`config.mk`:
```
export PLATFORM = sky130hd
export DESIGN_NAME = bin2bcd_seq
export DESIGN_NICKNAME = d
export VERILOG_FILES = /design/src/rtl/bin2bcd_pkg.sv /design/src/rtl/bin2bcd_seq_add3.sv /design/src/rtl/bin2bcd_seq.sv
export SDC_FILE = /design/constraint.sdc
export NUM_CORES = 1
export LEC_CHECK = 0
export BUFFER_PORTS_ARGS = -buffer_cell sky130_fd_sc_hd__buf_2
export CAP_MARGIN = 20
export CELL_PAD_IN_SITES_DETAIL_PLACEMENT = 1
export CELL_PAD_IN_SITES_GLOBAL_PLACEMENT = 1
export CORE_UTILIZATION = 30
export DETAILED_ROUTE_END_ITERATION = 7
export GPL_TIMING_DRIVEN = 0
export PLACE_DENSITY_LB_ADDON = 0.1
export SYNTH_ARGS = -nofsm -noshare
export SYNTH_HDL_FRONTEND = slang
export SYNTH_HIERARCHICAL = 1
export SYNTH_SLANG_ARGS = --single-unit
```
`constraint.sdc`:
```
create_clock -name clk -period 2.1 [get_ports clk]
set_input_delay 0.525 -clock clk [delete_from_list [all_inputs] [get_ports clk]]
set_output_delay 0.525 -clock clk [all_outputs]
set_load 0.005 [all_outputs]
```
`src/rtl/bin2bcd_pkg.sv`:
```
// bin2bcd_pkg: shared state type, add-3 constants and digit-count check for bin2bcd_seq
package bin2bcd_pkg;

    typedef enum logic {IDLE, SHIFT} state_t;

    localparam logic [3:0] BCD_ADJ_THRESH = 4'd5;
    localparam logic [3:0] BCD_ADJ_ADD    = 4'd3;

    // True when d BCD digits can hold every w-bit value (10^d > 2^w - 1)
    function automatic bit bcd_digits_ok(int w, int d);
        longint p = 1;
        for (int i = 0; i < d; i++) p = p * 10;
        return p > ((longint'(1) << w) - 1);
    endfunction

endpackage

```
`src/rtl/bin2bcd_seq_add3.sv`:
```
// bcd_add3_cell: one-digit shift-and-add-3 correction
//   din  : BCD digit before correction
//   dout : din + 3 when din >= 5, else din
module bcd_add3_cell
    import bin2bcd_pkg::*;
(
    input  logic [3:0] din,
    output logic [3:0] dout
);

    assign dout = (din >= BCD_ADJ_THRESH) ? din + BCD_ADJ_ADD : din;

endmodule

```
`src/rtl/bin2bcd_seq.sv`:
```
// bin2bcd_seq: sequential binary-to-BCD converter, one shift-and-add-3 step per clock
//   clk   : system clock, rising edge
//   reset : synchronous active-high reset
//   start : conversion request, honoured only when idle
//   bin   : W-bit binary value, captured when start is accepted
//   busy  : high while a conversion is running
//   done  : one-cycle strobe when bcd has just been updated
//   bcd   : D packed BCD digits, digit 0 in bits [3:0], held until the next done
module bin2bcd_seq
    import bin2bcd_pkg::*;
#(
    parameter int W = 8,
    parameter int D = 3
) (
    input  logic           clk,
    input  logic           reset,
    input  logic           start,
    input  logic [W-1:0]   bin,
    output logic           busy,
    output logic           done,
    output logic [4*D-1:0] bcd
);

    localparam int CW = $clog2(W + 1);

    if (!bcd_digits_ok(W, D)) begin : g_bad_d
        $error("bin2bcd_seq: D too small to represent every W-bit value");
    end

    state_t         state, state_d;
    logic [W-1:0]   sh;
    logic [4*D-1:0] acc, adj, acc_next;
    logic [CW-1:0]  cnt;
    logic           accept, last;

    for (genvar i = 0; i < D; i++) begin : g_dig
        bcd_add3_cell u_cell (
            .din  (acc[4*i +: 4]),
            .dout (adj[4*i +: 4])
        );
    end

    // Corrected digits shift up one bit while the binary MSB enters at the bottom
    assign acc_next = (adj << 1) | {{(4*D-1){1'b0}}, sh[W-1]};
    assign accept   = (state == IDLE) && start;
    assign last     = (state == SHIFT) && (cnt == CW'(1));
    assign busy     = (state == SHIFT);

    always_comb begin
        state_d = state;
        if (state == IDLE) state_d = start ? SHIFT : IDLE;
        else               state_d = last ? IDLE : SHIFT;
    end

    always_ff @(posedge clk) begin
        if (reset) begin
            state <= IDLE;
            sh    <= '0;
            acc   <= '0;
            cnt   <= '0;
            done  <= 1'b0;
            bcd   <= '0;
        end else begin
            state <= state_d;
            done  <= last;
            if (accept) begin
                sh  <= bin;
                acc <= '0;
                cnt <= CW'(W);
            end else if (state == SHIFT) begin
                sh  <= sh << 1;
                acc <= acc_next;
                cnt <= cnt - CW'(1);
            end
            if (last) bcd <= acc_next;
        end
    end

endmodule

```
==> results.tsv, run 1 <==
metric	value	unit
Longest Clk Path Bufs	2	
Hold Startpoint	sh[6]	
share of layout cells above drive strength 1	0.245	
worst r2r src	acc[1]	
kind of start point of the critical path	flip-flop	
cell internal pwr	1.18	mW
syn_nets	196	
Net Sw Frac	0.225	
Fmax	653	MHz
Hold Path Class	flip-flop to flip-flop	
hold path depth	2	
initial antenna violation count	0	
placed cell count	273	
width of the die	77.4	um
FF-to-FF path depth	7	
floorplan core area	0.00551	mm^2
remaining global-route overflow	0	
Peak VDD IR	0.383	mV
Post-Syn Area	0.00171	mm^2
WL final	3770	um
met1 Use GR	0.167	
Final Hold Fails	0	
die area	0.00599	mm^2
CTS tree	done	
Buffers on Ports	24	
setup TNS	0	ns
hold endpoint	sh[7]	
worst setup path category	flip-flop to flip-flop	
Worst-Margin Slew	0.457	ns
R2R Setup Slk	0.57	ns
CTS resizes	0	
CP endpoint kind	flip-flop	
DIE HEIGHT	77.4	um
Vias/cell	4.77	
Setup Skew	0.0112	ns
post-route clock period utilization	0.730	
Mean Syn Cell Area	9.64	um^2
Seq pwr share	0.494	
Num CTS Buffers	5	
WP data required	2.33	ns
Worst-path clk slew	0.07	ns
highest-count cells in the layout ignoring fill and taps	dfxtp_1, buf_2, nand2_1	
top-level I/O count	25	
vias in the first global route	1396	
commonest non-fill, non-tap cell in the layout	dfxtp_1	
CTS Sinks	38	
Switching Power	343	uW
GPL Wtd Cong	0.710	
reg2reg end	acc[2]	
Max Cap Violations	0	
Max transition margin	0.695	
Comb power frac	0.085	
CTS H-tree depth	2	
Lkg Pwr	0.886	nW
busiest grt layer	met2	
met2 Use GR	0.232	
Worst-Skew Late Latency	0.29	ns
PD cells	751	mW/mm^2
Overall Global Routing Usage	0.140	
largest net degree at the start of global routing	12	
first-pass GRT wire length	6470	um
Post-CTS Repair Setup Buffers	0	
routed len/inst	13.5	um
fin cells	280	
Starting Density	0.310	
DP Wirelength	2770	um
final net count	227	
CTS root buffer	clkbuf_8	
# rows	27	
area grow syn2layout	18.9	%
Slew Viols, Final	0	
YS warnings	6	
met3 GRT Util	0.0353	
CP arrival	1.76	ns
Post-route DRC	0	
hold_buf cts	0	
Clock Power Share	0.420	
Vias	1336	
Gate Count Post-Synth	177	
Final ANT Viol Nets	0	
Pre-antenna DRT Iters	4	
Final setup viols	0	
outcome	complete, no violations	
FILL cells	649	
minimum clock period	1.53	ns
initial DRC count	33	
antenna diode count	0	
RSZ-0062 raised after global routing	false	
maximum fanout along the worst path	3	
-- worst max-delay path, stage by stage, from the launching register on --
cell and delay (ns):
dfxtp_1 0.35, inv_1 0.08, ha_1 0.18, nand2b_1 0.17
a21oi_2 0.21, mux2i_1 0.29, mux2i_1 0.11, nor2_1 0.10
-- power by group through the flow --
stage,Sequential (mW),Clock (mW),Combinational [mW]
after CTS,0.753,0.667,0.134
final,0.753,0.640,0.130
after global placement,0.769,0,0.130
after floorplan,0.766,0,0.0961
after global routing,0.756,0.702,0.145
after detailed placement,0.770,0,0.133
-- per-stage QoR --
stage	setup WS, ns	area [um^2]	hold slack, ns	utilization	power, mW
CTS	0.539	2030	0.470	0.369	1.55
detailed placement	0.558	1920	0.458	0.348	0.902
global route	0.402	2030	0.477	0.369	1.60
finish	0.568	2030	0.467	0.369	1.52
global placement	0.569	1920	0.445	0.348	0.898
floorplan	0.776	1710	0.438	-	0.862
-- layer usage --
layer	wire, um	vias up	part of all wire
li1	-	661	-
met1	1810	645	0.48
met2	1800	21	0.48
met3	90	9	0.024
met4	66	0	0.018
met5	0	-	0
-- sequential cells by signal, summed over array words and instances, names as in the netlist --
register	flops
acc	12
bcd	12
busy	1
cnt	4
done	1
sh	8
-- final cells by class --
class                      count  area [um^2]  share of cell area
multi-input combinational    122          852               0.420
sequential                    38          761               0.375
timing repair buffer          24          120              0.0592
tap                           72         90.1              0.0444
clock buffer                   6         82.6              0.0407
buffer                         8         60.1              0.0296
inverter                       9         33.8              0.0166
clock inverter                 1         30.0              0.0148
-- worst max-delay path by stage --
| stage | start | to | slack [ns] |
|---|---|---|---|
| floorplan | acc[1] | acc[2] | 0.78 |
| global placement | start | acc[2] | 0.57 |
| detailed placement | acc[1] | acc[2] | 0.56 |
| CTS | acc[1] | acc[2] | 0.54 |
| global route | acc[1] | acc[2] | 0.40 |
| finish | acc[1] | acc[2] | 0.57 |
No activity file was read; power rests on OpenSTA's default activity.
==> run 2, diff against run 1 <==
--- a/config.mk
+++ b/config.mk
@@ -5,6 +5,7 @@
 export SDC_FILE = /design/constraint.sdc
 export NUM_CORES = 1
 export LEC_CHECK = 0
+export ABC_AREA = 1
 export BUFFER_PORTS_ARGS = -buffer_cell sky130_fd_sc_hd__buf_2
 export CAP_MARGIN = 20
 export CELL_PAD_IN_SITES_DETAIL_PLACEMENT = 1
==> constraint.sdc (replaced) <==
create_clock -name clk -period 1.6 [get_ports clk]
set_input_delay 0.4 -clock clk [delete_from_list [all_inputs] [get_ports clk]]
set_output_delay 0.4 -clock clk [all_outputs]
set_load 0.005 [all_outputs]
==> run 2 against run 1 <==
  * Sequential cell count unchanged
  * Synthesized cell count rose by 52%
  * Critical endpoint is now acc[8]
  * Via count is 31% higher
  * Core utilization decreased by 0.84 points
  * Sequential power grew 31%
  * Global-route usage rose by 1.5 points
  * Sequential share of layout area down 4.2 points
  * Setup slack got worse by 0.36 ns
  * Final area up 13%
  * Largest power group unchanged
  * Die area grew 16%
  * Cell count rose by 35%
==> results.tsv, run 2 <==
metric	value	unit	change
Fmax	719	MHz	+10%
antenna diode count	0		unchanged
CTS root buffer	clkbuf_8		
Post-CTS Repair Setup Buffers	0		unchanged
biggest regs	acc: 12 flops, bcd: 12 flops, sh: 8 flops		
met3 wire length	120	um	+33%
setup TNS	0	ns	unchanged
Buffers on Ports	23		-4.2%
hold path depth	2		unchanged
Peak VDD IR	0.389	mV	+1.7%
Gate Count Post-Synth	269		+52%
width of the die	83.2	um	+7.5%
met1 wire length	2460	um	+36%
Vias	1752		+31%
largest net degree at the start of global routing	13		+1
RSZ-0062 raised after global routing	false		
Post-Syn Area	0.00198	mm^2	+16%
CTS H-tree depth	2		unchanged
commonest non-fill, non-tap cell in the layout	nand2_1		
crit path from	acc[4]		
top-level I/O count	25		unchanged
Slew Viols, Final	0		unchanged
final net count	318		+40%
Longest Clk Path Bufs	2		unchanged
Final ANT Viol Nets	0		unchanged
DP Wirelength	3750	um	+35%
FF-to-FF path depth	7		unchanged
worst setup path category	flip-flop to flip-flop		
PD cells	826	mW/mm^2	+10%
WL final	4970	um	+32%
first-pass GRT wire length	8650	um	+34%
Overall Global Routing Usage	0.155		+0.0146
kind of start point of the critical path	flip-flop		
outcome	complete, no violations		
Tot Pwr	1.89	mW	+24%
R2R Setup Slk	0.21	ns	-0.36 ns
Worst-Skew Late Latency	0.29	ns	about the same
CP arrival	1.61	ns	-0.15 ns
floorplan core area	0.00635	mm^2	+15%
GPL Wtd Cong	0.739		+4.1%
Final Hold Fails	0		unchanged
CTS Sinks	38		unchanged
Final setup viols	0		unchanged
# rows	29		+7.4%
WP data required	1.82	ns	-0.51 ns
post-route clock period utilization	0.869		+0.140
Worst-path clk slew	0.08	ns	about the same
Vias/cell	4.65		-2.6%
DIE HEIGHT	83.2	um	+7.5%
initial antenna violation count	0		unchanged
Setup Skew	0.00572	ns	-0.00544 ns
die area	0.00693	mm^2	+16%
worst r2r src	acc[4]		
vias in the first global route	1764		+26%
worst path buffer plus inverter count	1		unchanged
Post-route DRC	0		unchanged
CP endpoint kind	flip-flop		
maximum fanout along the worst path	5		+2
area grow syn2layout	15.5	%	
most used cell, CP	nor2_4		
reg2reg end	acc[8]		
share of layout cells above drive strength 1	0.270		+0.0248
end of the critical path	acc[8]		
Worst path slowest cell	dfxtp_1		
WP depth	7		unchanged
remaining global-route overflow	0		unchanged
Worst-Margin Slew	0.238	ns	-0.219 ns
top sig layer	met4		
worst-path cell chain	inv_1 > ha_1 > nor2_4 > nor2_4 > a21oi_2 > nand2_1 > a21oi_1		
routed len/inst	13.2	um	-2.1%
highest-count cells in the layout ignoring fill and taps	nand2_1, dfxtp_1, nand3_1		
minimum clock period	1.39	ns	-0.141 ns
Num CTS Buffers	5		unchanged
Starting Density	0.312		+0.00179
Mean Syn Cell Area	7.36	um^2	-24%
CP peak stage delay	0.40	ns	+0.05 ns
cell family with most CP delay	flip-flops		
initial DRC count	37		+12%
YS warnings	6		unchanged
Pre-antenna DRT Iters	4		unchanged
CTS tree	done		
Lkg Pwr	1.02	nW	+15%
met2 routed WL	2340	um	+30%
Max transition margin	0.841		+0.146
syn_nets	288		+47%
Max Cap Violations	0		unchanged
Hold Path Class	input port to flip-flop		
[run 2: worst min path at each step]
stage          startpoint  endpoint  slack (ns)
3_3_place_gp       bcd[7]    bcd[7]        0.45
2_1_floorplan       sh[0]     sh[0]        0.43
6_report            reset     sh[0]        0.32
4_1_cts             reset     sh[0]        0.31
5_1_grt             reset      done        0.31
3_5_place_dp       bcd[6]    bcd[6]        0.46
[run 2: cell type report]
class                      count  area, um^2
clock buffer                   6        82.6
fill                         808        4060
buffer                        13        95.1
tap                           77        96.3
inverter                      26         100
sequential                    38         762
timing repair buffer          23         115
multi-input combinational    192        1020
clock inverter                 2        12.5
[run 2: worst reg2reg max path: cells and delay by family (launching register included)]
| kind | cells | cell delay, ns |
|---|---|---|
| adders and majority gates | 1 | 0.24 |
| AOI/OAI and AO/OA | 2 | 0.29 |
| DFF | 1 | 0.40 |
| buffers and inverters | 1 | 0.10 |
| and+or+nand+nor | 3 | 0.30 |
[run 2: where the power goes]
part	leakage (nW)	internal (mW)	switching, mW
sequential	0.309	0.968	0.0186
clock	0.0472	0.346	0.343
combinational	0.667	0.0730	0.139
[run 2: per-layer routing]
layer | vias up | global-route usage
met5 | - | 0
met4 | 0 | 0.0376
met3 | 4 | 0.0308
li1 | 918 | -
met1 | 813 | 0.204
met2 | 17 | 0.259
[run 2: timing repair]
action / CTS / global route
setup endpoints to repair: 0 / 2
hold buffers: 0 / 0
hold endpoints to repair: 0 / 0
resized for setup: 0 / 1
[run 2: per-stage QoR]
stage / hold WS, ns / setup WS (ns) / area (um^2) / instances / utilization
floorplan: 0.433 / 0.371 / 1980 / 269 / -
CTS: 0.310 / 0.161 / 2290 / 377 / 0.360
finish: 0.315 / 0.209 / 2290 / 377 / 0.360
global placement: 0.449 / 0.209 / 2190 / 369 / 0.345
detailed placement: 0.458 / 0.191 / 2190 / 369 / 0.345
global route: 0.305 / 0.0483 / 2290 / 377 / 0.360
